## config.mk

```make
export PLATFORM = sky130hd
export DESIGN_NAME = hazard_ctrl
export DESIGN_NICKNAME = d
export VERILOG_FILES = /design/src/rtl/hazard_ctrl.sv
export SDC_FILE = /design/constraint.sdc
export NUM_CORES = 1
export LEC_CHECK = 0
export ABC_AREA = 1
export BUFFER_PORTS_ARGS = -buffer_cell sky130_fd_sc_hd__clkbuf_2
export CAP_MARGIN = 10
export CORE_MARGIN = 1.5
export CORE_UTILIZATION = 45
export CTS_CLUSTER_SIZE = 8
export DETAILED_ROUTE_END_ITERATION = 7
export GPL_TIMING_DRIVEN = 0
export PLACE_DENSITY = 0.62
export SETUP_SLACK_MARGIN = 0.5
export SLEW_MARGIN = 10
export SYNTH_ARGS = -nofsm -noshare
export SYNTH_HDL_FRONTEND = slang
export SYNTH_SLANG_ARGS = --single-unit
export TNS_END_PERCENT = 10
```

## constraint.sdc

```tcl
create_clock -name clk_i -period 2.1 [get_ports clk_i]
set_input_delay 0.21 -clock clk_i [delete_from_list [all_inputs] [get_ports clk_i]]
set_output_delay 0.21 -clock clk_i [all_outputs]
set_load 0.01 [all_outputs]
```

## src/rtl/hazard_ctrl.sv

```systemverilog
// hazard_ctrl: scoreboard-based data-hazard and branch-flush control for the
// in-order pipeline. Each destination-writing instruction issued from ID loads
// a per-register countdown with its result latency. Consumers stall until the
// count of every source they read has drained to zero. A taken branch holds
// flush for FLUSH_CYCLES cycles.
//
// Optional build macro HAZARD_PERF_CNT_EN adds saturating 32-bit stall and
// branch-flush event counters (stall_cnt_o, flush_cnt_o).
module hazard_ctrl #(
    parameter int unsigned NUM_REGS     = 32,
    parameter int unsigned REG_AW       = 5,
    parameter int unsigned LAT_W        = 3,
    parameter int unsigned FLUSH_CYCLES = 1
) (
    input  logic              clk_i,
    input  logic              rst_n_i,
    input  logic              id_valid_i,
    input  logic [REG_AW-1:0] id_rs1_i,
    input  logic [REG_AW-1:0] id_rs2_i,
    input  logic              id_rs1_used_i,
    input  logic              id_rs2_used_i,
    input  logic [REG_AW-1:0] id_rd_i,
    input  logic              id_rd_wr_i,
    input  logic [LAT_W-1:0]  id_lat_i,
    input  logic              branch_taken_i,
    output logic              pc_en_o,
    output logic              if_en_o,
    output logic              inhibit_ctrl_o,
    output logic              flush_o,
    output logic              stall_o
`ifdef HAZARD_PERF_CNT_EN
    ,
    output logic [31:0]       stall_cnt_o,
    output logic [31:0]       flush_cnt_o
`endif
);

    // Full address space so any REG_AW-bit address indexes the busy vector;
    // entries at or above NUM_REGS are tied low and never flag a hazard.
    localparam int unsigned ADDR_SPACE = 2 ** REG_AW;
    // The flush counter only has to hold FLUSH_CYCLES-1.
    localparam int unsigned FCNT_W     = (FLUSH_CYCLES > 1) ? $clog2(FLUSH_CYCLES) : 1;
    localparam logic [FCNT_W-1:0] FCNT_LOAD = FCNT_W'(FLUSH_CYCLES - 1);

    logic [LAT_W-1:0]      cnt     [NUM_REGS];
    logic [LAT_W-1:0]      cnt_nxt [NUM_REGS];
    logic [ADDR_SPACE-1:0] busy;
    logic [FCNT_W-1:0]     fcnt;
    logic [FCNT_W-1:0]     fcnt_nxt;

    logic flush_active;
    logic rs1_hit;
    logic rs2_hit;
    logic hazard;
    logic issue;
    logic rd_load;

    // Busy flag per architectural register; x0 and out-of-range addresses stay clear.
    always_comb begin
        busy = '0;
        for (int r = 1; r < NUM_REGS; r++) begin
            busy[r] = (cnt[r] != '0);
        end
    end

    // Hazard detection and the issue qualifier that gates scoreboard writes.
    always_comb begin
        flush_active = (fcnt != '0);
        rs1_hit      = id_rs1_used_i && (id_rs1_i != '0) && busy[id_rs1_i];
        rs2_hit      = id_rs2_used_i && (id_rs2_i != '0) && busy[id_rs2_i];
        hazard       = id_valid_i && (rs1_hit || rs2_hit);
        issue        = id_valid_i && !hazard && !branch_taken_i && !flush_active;
        rd_load      = issue && id_rd_wr_i && (id_rd_i != '0);
    end

    // Scoreboard next state: a new producer's latency wins over the decrement.
    always_comb begin
        for (int r = 0; r < NUM_REGS; r++) begin
            cnt_nxt[r] = cnt[r];
        end
        cnt_nxt[0] = '0;
        for (int r = 1; r < NUM_REGS; r++) begin
            if (rd_load && (id_rd_i == REG_AW'(r))) begin
                cnt_nxt[r] = id_lat_i;
            end else if (cnt[r] != '0) begin
                cnt_nxt[r] = cnt[r] - LAT_W'(1);
            end
        end
    end

    // Scoreboard counters; register 0 is reset and never loaded, so it stays zero.
    always_ff @(posedge clk_i or negedge rst_n_i) begin
        if (!rst_n_i) begin
            for (int r = 0; r < NUM_REGS; r++) begin
                cnt[r] <= '0;
            end
        end else begin
            for (int r = 0; r < NUM_REGS; r++) begin
                cnt[r] <= cnt_nxt[r];
            end
        end
    end

    // Flush stretch: every taken branch (re)loads the remaining flush cycles.
    always_comb begin
        fcnt_nxt = fcnt;
        if (branch_taken_i) begin
            fcnt_nxt = FCNT_LOAD;
        end else if (fcnt != '0) begin
            fcnt_nxt = fcnt - FCNT_W'(1);
        end
    end

    // Flush counter register.
    always_ff @(posedge clk_i or negedge rst_n_i) begin
        if (!rst_n_i) begin
            fcnt <= '0;
        end else begin
            fcnt <= fcnt_nxt;
        end
    end

    // Pipeline control in priority order: branch, flush tail, hazard, run.
    // Reset forces the free-running pattern regardless of inputs.
    always_comb begin
        pc_en_o        = 1'b1;
        if_en_o        = 1'b1;
        inhibit_ctrl_o = 1'b0;
        flush_o        = 1'b0;
        stall_o        = 1'b0;
        if (rst_n_i) begin
            if (branch_taken_i) begin
                if_en_o = 1'b0;
                flush_o = 1'b1;
            end else if (flush_active) begin
                flush_o = 1'b1;
            end else if (hazard) begin
                pc_en_o        = 1'b0;
                if_en_o        = 1'b0;
                inhibit_ctrl_o = 1'b1;
                stall_o        = 1'b1;
            end
        end
    end

`ifdef HAZARD_PERF_CNT_EN
    // Saturating event counters for stall cycles and taken branches.
    always_ff @(posedge clk_i or negedge rst_n_i) begin
        if (!rst_n_i) begin
            stall_cnt_o <= '0;
            flush_cnt_o <= '0;
        end else begin
            if (stall_o && (stall_cnt_o != 32'hFFFF_FFFF)) begin
                stall_cnt_o <= stall_cnt_o + 32'd1;
            end
            if (branch_taken_i && (flush_cnt_o != 32'hFFFF_FFFF)) begin
                flush_cnt_o <= flush_cnt_o + 32'd1;
            end
        end
    end
`endif

endmodule

```

==> results.tsv <==
metric	value	unit
status	finished with violations	
failing checks	setup timing	
initial antenna violation count	0	
num ports	30	
Biggest register	cnt	
DRT iter0 DRCs	473	
final wirelength	21300	µm
Syn. warnings	0	
Leakage	4.81	nW
final hold vios	0	
synth-to-layout area growth	29.1	%
NetSw	5.46	mW
Seq/Total Area, Yosys	0.321	
layout net count	1233	
Gate power share	0.634	
synth unique cells	29	
hold_sp	id_lat_i[2]	
RSZ-0062 raised after global routing	yes	
Regs by FF count	cnt (93)	
number of H-tree levels	3	
Max Fclk	389	MHz
die area	16900	µm²
FF-to-FF setup slack	-0.39	ns
area of the multi-input gates	4680	µm²
setup_tns	-31.16	ns
Reg-to-Reg Start	cnt[73]	
Hold Path Class	input port to register	
# diodes	0	
Post-Syn Area	7250	µm²
Slew @ Worst Pin	0.682	ns
Critical path origin	cnt[24]	
DIE WIDTH	130	µm
Period Utilization, post-route	1.22	
total gr overflow	0	
worst-path fanout max	2	
total track usage	0.256	
Worst-Skew Late Latency	0.36	ns
critical path type	register to output port	
clk sinks	93	
layout cell share with drive strength beyond 1	0.286	
post-route cell area	9360	µm²
Tot Pwr	13.8	mW
Initial Utilization	0.458	
clock buffer depth	2	
number of cell rows	46	
final setup fails	97	
Peak supply drop	0.699	mV
Clock power frac	0.125	
via count	6999	
syn nets	1113	
Slew HR	0.545	
detailed placement HPWL	14300	µm
pwr/cell area	1470	nW/µm²
CTS Buf Count	9	
sequential power share	0.241	
final hold slack	0.217	ns
Max-Cap Viols	0	
fin crit period	2.57	ns
Worst Path Required	1.89	ns
critical path launch point type	register	
Port Buffers	26	
Core Area	15800	µm²
fill cell count	1498	
CTS clk-pin slew, worst paths	0.07	ns
Residual DRC	0	
Setup Skew	0.00717	ns
switch share	0.395	
Int Power	8.35	mW
largest net degree at the start of global routing	56	
Synth Register Bits	93	
number of flip-flops in the largest register	93	
DRT Pass-1 Iters	5	
CP endpoint kind	output port	
CTS root buf	clkbuf_16	
vias in the first global route	6403	
Register Area	2330	µm²
syn avg cell area	7.06	µm²
Setup WS post-layout	-0.468	ns
Post-Syn Instances	1026	
Final GP Congestion	0.951	
wire per inst	15.6	µm
placed inst area	8120	µm²
worst path arrival time	2.36	ns
Routed Antenna Nets	0	
first-pass GRT wire length	33300	µm
count of final max-slew check failures	0	
CTS tree	built	
vias per cell	5.12	
Die Ht	130	µm
==> what timing repair did <==
action,4_1_cts,5_1_grt
setup endpoints to repair,97,97
setup buffers,36,43
endpoints found under the hold margin,38,0
hold buffers,2,0
resized for setup,37,43
pin swaps,54,61
cloned,1,0
==> cell usage after synthesis, drive strengths merged <==
library cell,instances,area [µm²]
a21boi,1,7.51
a21oi,1,5.00
a31oi,1,6.26
buf,28,240
clkbuf,7,26.3
clkinv,1,3.75
dfrtp,93,2330
ha,62,776
inv,147,554
nand2,308,1170
nand3,174,893
nand4,33,213
nor2,29,125
nor3,10,50.1
o211ai,2,15.0
o21ai,36,180
or2,62,388
xnor2,31,272
==> worst paths after layout <==
path | to | cells past startpoint
max in group asynchronous | cnt[12] | 3
worst min-delay path | cnt[2] | 5
min in group asynchronous | cnt[62] | 3
worst max register to register | cnt[89] | 22
worst min register to register | cnt[28] | 2
worst max-delay path | stall_o | 17
==> cells in the final DEF (no fill, tap or decap), types with 12 or more instances in the layout <==
master / synthesis / final
or2_2: 62 / 62
buf_6: 14 / 13
inv_1: 144 / 117
buf_4: 5 / 73
xnor2_1: 31 / 31
ha_4: 0 / 35
dfrtp_1: 93 / 93
nor2_1: 28 / 27
clkbuf_2: 0 / 21
nand3_1: 171 / 163
ha_2: 0 / 25
inv_2: 2 / 20
nand4_1: 32 / 32
buf_2: 9 / 12
nand2_1: 306 / 302
o21ai_1: 31 / 31
==> power by group through the flow <==
| stage | Clock, mW | Combinational [mW] | Sequential [mW] |
|---|---|---|---|
| after floorplan | 0 | 6.20 | 3.26 |
| after global placement | 0 | 7.27 | 3.36 |
| after detailed placement | 0 | 7.49 | 3.37 |
| after CTS | 1.76 | 8.15 | 3.32 |
| after global routing | 1.83 | 10.1 | 3.44 |
| final | 1.73 | 8.75 | 3.33 |
==> critical path, stage by stage, from the launching register on <==
cell      delay, ns
dfrtp_1        0.38
inv_1          0.06
ha_2           0.18
ha_4           0.16
inv_2          0.05
nand2_1        0.04
nand3_1        0.07
nand3_1        0.07
nand2_1        0.11
nand2_1        0.08
nand3_2        0.08
nand3_4        0.11
buf_8          0.14
a21boi_4       0.14
nand3_2        0.09
inv_2          0.07
buf_6          0.08
buf_6          0.08
==> layer usage <==
metal	part of all wire	routed length [µm]	track usage	up-vias
li1	-	-	-	3531
met1	0.46	9880	0.357	3231
met2	0.46	9720	0.406	195
met3	0.050	1070	0.0394	42
met4	0.028	586	0.0908	0
met5	0	0	0	-
==> stage by stage <==
| stage | util | instances | setup WS, ns |
|---|---|---|---|
| floorplan | - | 1026 | -0.00761 |
| global placement | 0.511 | 1268 | -0.885 |
| finish | 0.591 | 1367 | -0.468 |
| detailed placement | 0.513 | 1269 | -0.399 |
| global route | 0.591 | 1367 | -0.617 |
| CTS | 0.561 | 1324 | -0.471 |
==> cell families (layout without fill, tap and decap cells) <==
family,count (synthesis),after routing,synth area share
buf+inv,183,308,0.114
simple gates,616,616,0.391
compound gates,41,41,0.0295
flops,93,93,0.321
xor+xnor,31,31,0.0375
fa+ha+maj,62,62,0.107
==> cell type report <==
cell class | instances | share of cell area
clock inverters | 7 | 0.00789
plain buffers | 35 | 0.0353
flip-flops and latches | 93 | 0.249
well taps | 216 | 0.0289
multi-input cells | 750 | 0.500
inverters | 148 | 0.0620
repair buffers | 109 | 0.0932
clock buffers | 9 | 0.0241
Note: power is estimated with default switching activity, not from simulation.
